### src/rtl/pass_sequencer.sv
// rtl/pass_sequencer.sv - forward/backward pass controller with watchdog, abort and sequence counter
//
// Steps the layer datapath through NUM_FWD forward passes and an optional
// backward pass. Each pass ends on a pass_end_i strobe from the datapath.
// A per-pass watchdog moves the controller to ERR if a pass overruns.
// All outputs are Moore decodes of the registered state.
//
// Ports:
//   clk_i       clock
//   rst_i       asynchronous active-low reset
//   en_i        global enable; when low, all state holds and all inputs are ignored
//   start_i     begins a sequence when sampled in IDLE
//   bwd_en_i    sampled with start_i; 1 appends a backward pass
//   pass_end_i  single-cycle strobe: the current pass is finished
//   abort_i     returns to IDLE from any non-IDLE state
//   fwd_pass_o  one-hot; bit k is high during forward pass k
//   b_pass_o    high during the backward pass
//   busy_o      high during any forward or backward pass
//   done_o      high in the DONE state
//   err_o       high in the ERR state
//   iter_o      number of sequences that reached DONE, modulo 2^ITER_W

module pass_sequencer #(
    parameter int NUM_FWD = 2,
    parameter int TIMEOUT = 255,
    parameter int ITER_W  = 8
) (
    input  logic               clk_i,
    input  logic               rst_i,
    input  logic               en_i,
    input  logic               start_i,
    input  logic               bwd_en_i,
    input  logic               pass_end_i,
    input  logic               abort_i,
    output logic [NUM_FWD-1:0] fwd_pass_o,
    output logic               b_pass_o,
    output logic               busy_o,
    output logic               done_o,
    output logic               err_o,
    output logic [ITER_W-1:0]  iter_o
);

    // A single forward pass still needs a 1-bit index register.
    localparam int IDX_W = (NUM_FWD > 1) ? $clog2(NUM_FWD) : 1;
    // TIMEOUT=0 would give a zero-width counter; keep one bit that stays at 0.
    localparam int WD_W  = (TIMEOUT > 0) ? $clog2(TIMEOUT + 1) : 1;

    localparam logic [IDX_W-1:0] IDX_LAST = IDX_W'(NUM_FWD - 1);
    localparam logic [WD_W-1:0]  WD_MAX   = WD_W'(TIMEOUT);
    localparam logic [WD_W-1:0]  WD_LAST  = WD_W'((TIMEOUT > 0) ? TIMEOUT - 1 : 0);

    typedef enum logic [2:0] {
        S_IDLE = 3'd0,
        S_FWD  = 3'd1,
        S_BWD  = 3'd2,
        S_DONE = 3'd3,
        S_ERR  = 3'd4
    } state_t;

    state_t              state_q, state_d;
    logic [IDX_W-1:0]    idx_q,   idx_d;
    logic [WD_W-1:0]     wd_q,    wd_d;
    logic                bwd_q,   bwd_d;
    logic [ITER_W-1:0]   iter_q,  iter_d;

    logic                in_pass;
    logic                wd_expire;
    logic                stay_in_pass;

    assign in_pass      = (state_q == S_FWD) || (state_q == S_BWD);
    assign wd_expire    = (TIMEOUT != 0) && (wd_q == WD_LAST);
    // The pass continues this cycle only if neither higher-priority event fires.
    assign stay_in_pass = in_pass && !abort_i && !pass_end_i;

    always_ff @(posedge clk_i or negedge rst_i) begin
        if (!rst_i) begin
            state_q <= S_IDLE;
            idx_q   <= '0;
            wd_q    <= '0;
            bwd_q   <= 1'b0;
            iter_q  <= '0;
        end else begin
            state_q <= state_d;
            idx_q   <= idx_d;
            wd_q    <= wd_d;
            bwd_q   <= bwd_d;
            iter_q  <= iter_d;
        end
    end

    always_comb begin
        state_d = state_q;
        idx_d   = idx_q;
        wd_d    = wd_q;
        bwd_d   = bwd_q;
        iter_d  = iter_q;

        if (en_i) begin
            unique case (state_q)
                S_IDLE: begin
                    if (start_i) begin
                        state_d = S_FWD;
                        idx_d   = '0;
                        bwd_d   = bwd_en_i;
                    end
                end
                S_FWD: begin
                    if (abort_i) begin
                        state_d = S_IDLE;
                    end else if (pass_end_i) begin
                        if (idx_q != IDX_LAST) begin
                            idx_d = idx_q + 1'b1;
                        end else if (bwd_q) begin
                            state_d = S_BWD;
                        end else begin
                            state_d = S_DONE;
                        end
                    end else if (wd_expire) begin
                        state_d = S_ERR;
                    end
                end
                S_BWD: begin
                    if (abort_i) begin
                        state_d = S_IDLE;
                    end else if (pass_end_i) begin
                        state_d = S_DONE;
                    end else if (wd_expire) begin
                        state_d = S_ERR;
                    end
                end
                S_DONE: begin
                    state_d = S_IDLE;
                end
                S_ERR: begin
                    if (abort_i) begin
                        state_d = S_IDLE;
                    end
                end
                default: begin
                    state_d = S_IDLE;
                end
            endcase

            // Any pass change (including FWD(k) -> FWD(k+1)) restarts the watchdog.
            if (!stay_in_pass || (TIMEOUT == 0)) begin
                wd_d = '0;
            end else if (wd_q != WD_MAX) begin
                wd_d = wd_q + 1'b1;
            end

            if ((state_d == S_DONE) && (state_q != S_DONE)) begin
                iter_d = iter_q + 1'b1;
            end
        end
    end

    always_comb begin
        fwd_pass_o = '0;
        for (int k = 0; k < NUM_FWD; k++) begin
            fwd_pass_o[k] = (state_q == S_FWD) && (idx_q == IDX_W'(k));
        end
    end

    assign b_pass_o = (state_q == S_BWD);
    assign busy_o   = in_pass;
    assign done_o   = (state_q == S_DONE);
    assign err_o    = (state_q == S_ERR);
    assign iter_o   = iter_q;

endmodule

### config.mk
export PLATFORM = sky130hd
export DESIGN_NAME = pass_sequencer
export DESIGN_NICKNAME = d
export VERILOG_FILES = /design/src/rtl/pass_sequencer.sv
export SDC_FILE = /design/constraint.sdc
export NUM_CORES = 1
export LEC_CHECK = 0
export BUFFER_PORTS_ARGS = -buffer_cell sky130_fd_sc_hd__buf_2
export CAP_MARGIN = 20
export CORE_UTILIZATION = 45
export CTS_CLUSTER_SIZE = 20
export DETAILED_ROUTE_END_ITERATION = 6
export GPL_ROUTABILITY_DRIVEN = 1
export MAX_ROUTING_LAYER = met4
export PLACE_DENSITY = 0.62
export SLEW_MARGIN = 15
export SYNTH_ARGS = -nofsm -noshare
export SYNTH_HDL_FRONTEND = slang
export SYNTH_SLANG_ARGS = --single-unit
### constraint.sdc
create_clock -name clk_i -period 1.99 [get_ports clk_i]
set_input_delay 0.199 -clock clk_i [delete_from_list [all_inputs] [get_ports clk_i]]
set_output_delay 0.199 -clock clk_i [all_outputs]
set_load 0.01 [all_outputs]
# Yosys cells after proc, flatten, opt, wreduce, memory -nomap -nowiden

Index checks and enable logic that the tools add are counted.

Bits of input ports: 7
Word-level logic and storage cells: 53
Flip-flop bits (word level): 21

Equal/unequal tests: 12
Reduce and logical (&&, ||, !) cells: 14
Add/subtract/negate cells: 3
Muxes and demuxes: 18
Bitwise gates (word level): 1

Operator list:

| operator                                               | number |
|---|---|
| two-way mux 3 bit                                      | 9 |
| adder 8 x 1 -> 8 bit (second input constant)           | 2 |
| two-way mux 8 bit                                      | 2 |
| one-hot mux 3 bit (4 select lines)                     | 1 |
| equality test 3 x 2 -> 1 bit (second input constant)   | 3 |
| equality test 8 bit (second input constant)            | 1 |
| inequality test 8 bit (second input constant)          | 1 |
| inequality test 2 bit (second input constant)          | 3 |
| logical AND 1 bit                                      | 5 |
| two-way mux 1 bit                                      | 5 |
| AND reduction 5 bit                                    | 1 |
| AND reduction 2 bit                                    | 2 |
| equality test 3 x 1 -> 1 bit (second input constant)   | 1 |
| equality test 3 bit (second input constant)            | 1 |
| logical NOT 3 bit                                      | 1 |
| inequality test 3 x 2 -> 1 bit (second input constant) | 1 |
| AND reduction 3 bit                                    | 1 |
| logical NOT 1 bit                                      | 2 |
| inequality test 2 x 1 -> 1 bit (second input constant) | 1 |
| one-hot mux 1 bit (2 select lines)                     | 1 |
| nonzero test 2 bit                                     | 1 |
| adder 1 bit (second input constant)                    | 1 |
| logical OR 1 bit                                       | 1 |
| NOT 1 bit                                              | 1 |

# Longest topological paths before layout

Depth in word-level cells: 9
Gate-level depth with buffers: 7
Gate-level depth less buffers: 7

# Worst setup path after synthesis

OpenSTA, ideal clock, no wires.

Kind: reg2reg
From: register state_q[0]
To: register iter_q[1] (netlist: iter_o[1])
Arrival: 1.665 ns
Cell stages (with the launch flop): 7
Slack: 0.200 ns
Clock period less this slack: 1.790 ns
Cell sequence: dfrtp_1 buf_6 nor4b_4 nor2_1 a211oi_2 nand2_2 mux2_4

Longest elaborated chain between the ends: 8
Elaborated cells between the ends (all ways): 18
Classes of those cells: 5 x eq/ne; 10 x mux; 3 x reduce/logical

RTL lines:

| item                                        | line          | source |
|---|---|---|
| start: declaration                          | 60            | `state_t state_q, state_d;` |
| start signal: assignment                    | 83            | `state_q <= state_d;` |
| two-way mux 3 bit, on equally long branches | 118, 127, 111 |  |
| two-way mux 3 bit, on equally long branches | 125, 110      |  |
| two-way mux 3 bit, on equally long branches | 123, 108      |  |
| one-hot mux 3 bit (4 select lines)          | 99            | `unique case (state_q)` |
| two-way mux 3 bit                           | 98            | `if (en_i) begin` |
| equality test 3 x 2 -> 1 bit                | 151           | `if ((state_d == S_DONE) && (state_q != S_DONE)) begin` |
| logical AND 1 bit (*)                       | 151           |  |
| AND reduction 2 bit (no source line) (*)    | --            |  |
| end signal: assignment                      | 87            | `iter_q <= iter_d;` |
| end: declaration                            | 64            | `logic [ITER_W-1:0] iter_q, iter_d;` |

Every way passes the cells marked *; elsewhere a longest branch is shown, timed or not. The select of a mux whose other input is x is not followed.
A chain may end at the register's enable or synchronous reset.

# Worst setup path after layout

From: register wd_q[0]
To: register wd_q[4]

Longest elaborated chain between the ends: 3
Elaborated cells between the ends (all ways): 6
Classes of those cells: 1 x add/sub; 2 x eq/ne; 2 x mux; 1 x reduce/logical

RTL lines:

| item                                                                | line     | source |
|---|---|---|
| start: declaration                                                  | 62       | `logic [WD_W-1:0] wd_q, wd_d;` |
| start signal: assignment                                            | 85       | `wd_q <= wd_d;` |
| adder 8 x 1 -> 8 bit or inequality test 8 bit (tied branches)       | 148, 147 |  |
| two-way mux 8 bit or inequality test 2 x 1 -> 1 bit (tied branches) | --       |  |
| two-way mux 8 bit or AND reduction 2 bit (tied branches)            | --       |  |

Parallel ways exist; a longest one is shown, timed or not. The select of a mux whose other input is x is not followed.

==> summary.txt <==
Power
  • Gate power share: 33.3%
  • Switching share of power: 34.9%
  • PwrDens: 770 mW/mm^2
  • Net Sw Power: 0.399 mW
  • Reg power frac: 48.8%
  • Static Leak: 0.680 nW
  • Clock Power Share: 18.0%
  • Internal: 0.744 mW
  • Maximum VDD drop: 0.547 mV

Global routing
  • First-pass GRT wire length: 3800 microns
  • GR Util All Layers: 18.4%
  • Initial antenna violation count: 0
  • Vias in the first global route: slightly below 900
  • Grt total ovfl: 0
  • Largest net degree at the start of global routing: 22

Routing
  • Vias per cell: about 5.6
  • Routed WL: 2480 microns
  • DRC Markers: 0
  • Initial DRC count: 22
  • 1st-pass router iterations: 4
  • Via count: around 1000
  • Routed Antenna Nets: 0
  • Avg WL per Cell: 13.5 microns

CTS
  • H-tree levels: 1
  • Clk slew on worst S/H paths: about 120 ps
  • Clock Tree Root: clkbuf_4
  • Clock tree buffer depth: 2
  • Total clock buffers created by CTS: 3
  • Clock latency on the worst-skew pair: 300 ps
  • Sink Count: 21
  • CTS tree: built

Critical path
  • Max incr delay on CP: about 460 ps
  • Worst setup path start: wd_q[0]$_DFFE_PN0P_
  • Crit path arrival time: 2040 ps
  • CP Launch Type: flop
  • Cell mode on critical path: buf_4
  • R2R Path End: wd_q[4]$_DFFE_PN0P_
  • Max FO, Critical Path: 7
  • Last element of the critical path: wd_q[4]$_DFFE_PN0P_
  • CP required: 2230 ps
  • Register-to-Register Path Depth: 7
  • Reg2reg start: wd_q[0]$_DFFE_PN0P_
  • Worst R2R Setup Slack: ~190 ps
  • WS Path Type: flop to flop
  • Critical path endpoint category: flop
  • Crit-path cells: ha_1 -> nand3_1 -> o41ai_4 -> buf_4 -> buf_4 -> or3_1 -> a21oi_1
  • CP max stage cell: dfrtp_2

Die
  • Die Span Y: 55.0 microns
  • Num ports: 21
  • Die area: slightly above 0.003 sq mm
  • Initial cell density of the core: between 40 and 50%
  • Row Count: 18
  • Die X: around 55 microns
  • Core area: 0.00257 sq mm

STA
  • Final period util: roughly 91%
  • WHS: 130 ps
  • Setup ws final: 185 ps
  • Post-route minimum period: 1800 ps
  • Worst-Margin Slew: about 480 ps
  • Max_slew headroom: 67.9%
  • Pins Over Slew Limit: 0
  • Clock skew after layout: ~3.5 ps
  • Max frequency: 554 MHz
  • Final hold vios: 0
  • TNS Setup: 0 ps
  • Setup-failing EPs final: 0
  • RSZ-0062 raised after global routing: false

Logic synthesis
  • Sequential share of the synthesized area: 41.5%
  • Post-Synthesis Cells: 125
  • Post-synth net total: ~140
  • Syn_area_per_cell: 10.1 sq um
  • Primary FF master, synth: dfrtp_1
  • #FFs+latches synth: 21
  • Ys async rst share: between 90% and 100%
  • Post-synthesis cell area: between 0.001 and 0.0015 sq mm
  • Distinct cells, synth: between 40 and 50
  • Synth warn: 0
  • Post-synth EDFFs: 0

Placed design
  • I/O Buffers: 20
  • Routability cong.: roughly 0.8
  • HPWL Detailed: 1790 microns
  • Placed inst area: between 0.001 and 0.0015 sq mm
  • DP Worst Slack: 52.5 ps

Outcome
  • Status: completed

Final layout
  • Design Area, Final: 0.00148 sq mm
  • Fin nets: about 170
  • Share of cells above drive strength 1: 30.5%
  • N_diodes: 0
  • Syn-to-layout area delta: 17.2%

Job
  • # Max-Cap Violations: 0

Hold path
  • HP Class: input pin to flop
-- cells in the mapped netlist (2+ instances only) --
master / number / area [sq um]
o21a_1: 2 / 15.0
o21ai_0: 2 / 10.0
nand4_1: 4 / 25.0
ha_1: 3 / 37.5
clkbuf_1: 2 / 7.51
and2_1: 3 / 18.8
buf_6: 2 / 22.5
a211oi_1: 2 / 15.0
nor3b_1: 5 / 37.5
and3_1: 3 / 18.8
nand2_1: 6 / 22.5
nand2b_1: 5 / 31.3
dfrtp_1: 21 / 526
xnor2_1: 13 / 114
nor2_1: 9 / 33.8
inv_1: 3 / 11.3
a21oi_1: 4 / 20.0
nor3_1: 6 / 30.0
nand3_1: 7 / 35.0
-- cell type report --
| class | instances | area, sq um |
|---|---|---|
| multi-input cells | 96 | 702 |
| clock inverters | 1 | 5.00 |
| well taps | 30 | 37.5 |
| repair buffers | 30 | 178 |
| fillers | 246 | 1080 |
| clock buffers | 3 | 22.5 |
| inverters | 3 | 11.3 |
| flip-flops and latches | 21 | 528 |
-- registers in the layout, indices dropped and copies added, names as in the netlist --
name and count:
idx_q 1, state_q 3, bwd_q 1, iter_o 8
wd_q 8
-- worst min-delay path by stage --
stage / slack, ps / startpoint / cells after the start / end
floorplan: -100 / rst_i / 0 / bwd_q$_DFFE_PN0P_
global placement: 190 / rst_i / 1 / wd_q[0]$_DFFE_PN0P_
detailed placement: 190 / rst_i / 1 / wd_q[1]$_DFFE_PN0P_
CTS: 120 / bwd_en_i / 2 / bwd_q$_DFFE_PN0P_
global route: 120 / bwd_en_i / 2 / bwd_q$_DFFE_PN0P_
finish: 130 / bwd_en_i / 2 / bwd_q$_DFFE_PN0P_
-- critical path: cells and delay by family (launching register included) --
kind	cells	cell delay (ps)
buf+inv	2	300
fa+ha+maj	1	230
flops	1	460
compound gates	2	250
simple gates	2	510
-- per-layer routing --
metal  track usage, %  vias to the layer above  share of wire [%]
met3             3.28                        2                3.5
met2             28.5                       20                 43
met4             6.25                        0               0.61
met5                -                        -                  0
li1                 -                      504                  -
met1             24.2                      505                 52
-- power by group through the flow --
stage	Combinational (mW)	Clock [mW]	Sequential [mW]
final	0.380	0.205	0.557
after global routing	0.431	0.233	0.567
after CTS	0.370	0.216	0.551
after detailed placement	0.367	0	0.559
after global placement	0.364	0	0.557
after floorplan	0.299	0	0.529
-- placed cells by master (no fill, tap or decap), types with 2 or more instances in the layout --
| master | instances |
|---|---|
| o21a_1 | 2 |
| and3_1 | 3 |
| buf_4 | 9 |
| inv_1 | 3 |
| nand4_1 | 4 |
| nor3b_1 | 5 |
| a21oi_1 | 4 |
| nand2_1 | 6 |
| o21ai_0 | 2 |
| buf_2 | 20 |
| nor2_1 | 9 |
| dfrtp_2 | 2 |
| xnor2_1 | 13 |
| a211oi_1 | 2 |
| nor3_1 | 6 |
| dfrtp_1 | 19 |
| nand2b_1 | 5 |
| clkbuf_4 | 3 |
| ha_1 | 3 |
| nand3_1 | 7 |
| and2_1 | 3 |
-- kinds of logic (layout without fill, tap and decap cells) --
family	Yosys count	after routing	synth area share, %
simple gates	58	58	27.4
xor+xnor	13	13	8.99
buf+inv	8	37	3.66
fa+ha+maj	3	3	2.96
flops	21	21	41.5
mux	2	2	2.07
compound gates	20	20	13.4
-- metrics by stage --
stage / instances / utilization [%] / power, mW
3_5_place_dp: 177 / 55.4 / 0.926
5_1_grt: 184 / 57.8 / 1.23
2_1_floorplan: 125 / - / 0.828
3_3_place_gp: 177 / 55.4 / 0.921
6_report: 184 / 57.8 / 1.14
4_1_cts: 182 / 56.8 / 1.14
-- what timing repair did --
action                                 CTS  global route
endpoints found under the hold margin   21             0
hold buffers                             1             0
setup buffers                            0             2
gates resized for setup                  0             3
setup endpoints to repair                0             8
(Power assumes the default switching activity.)
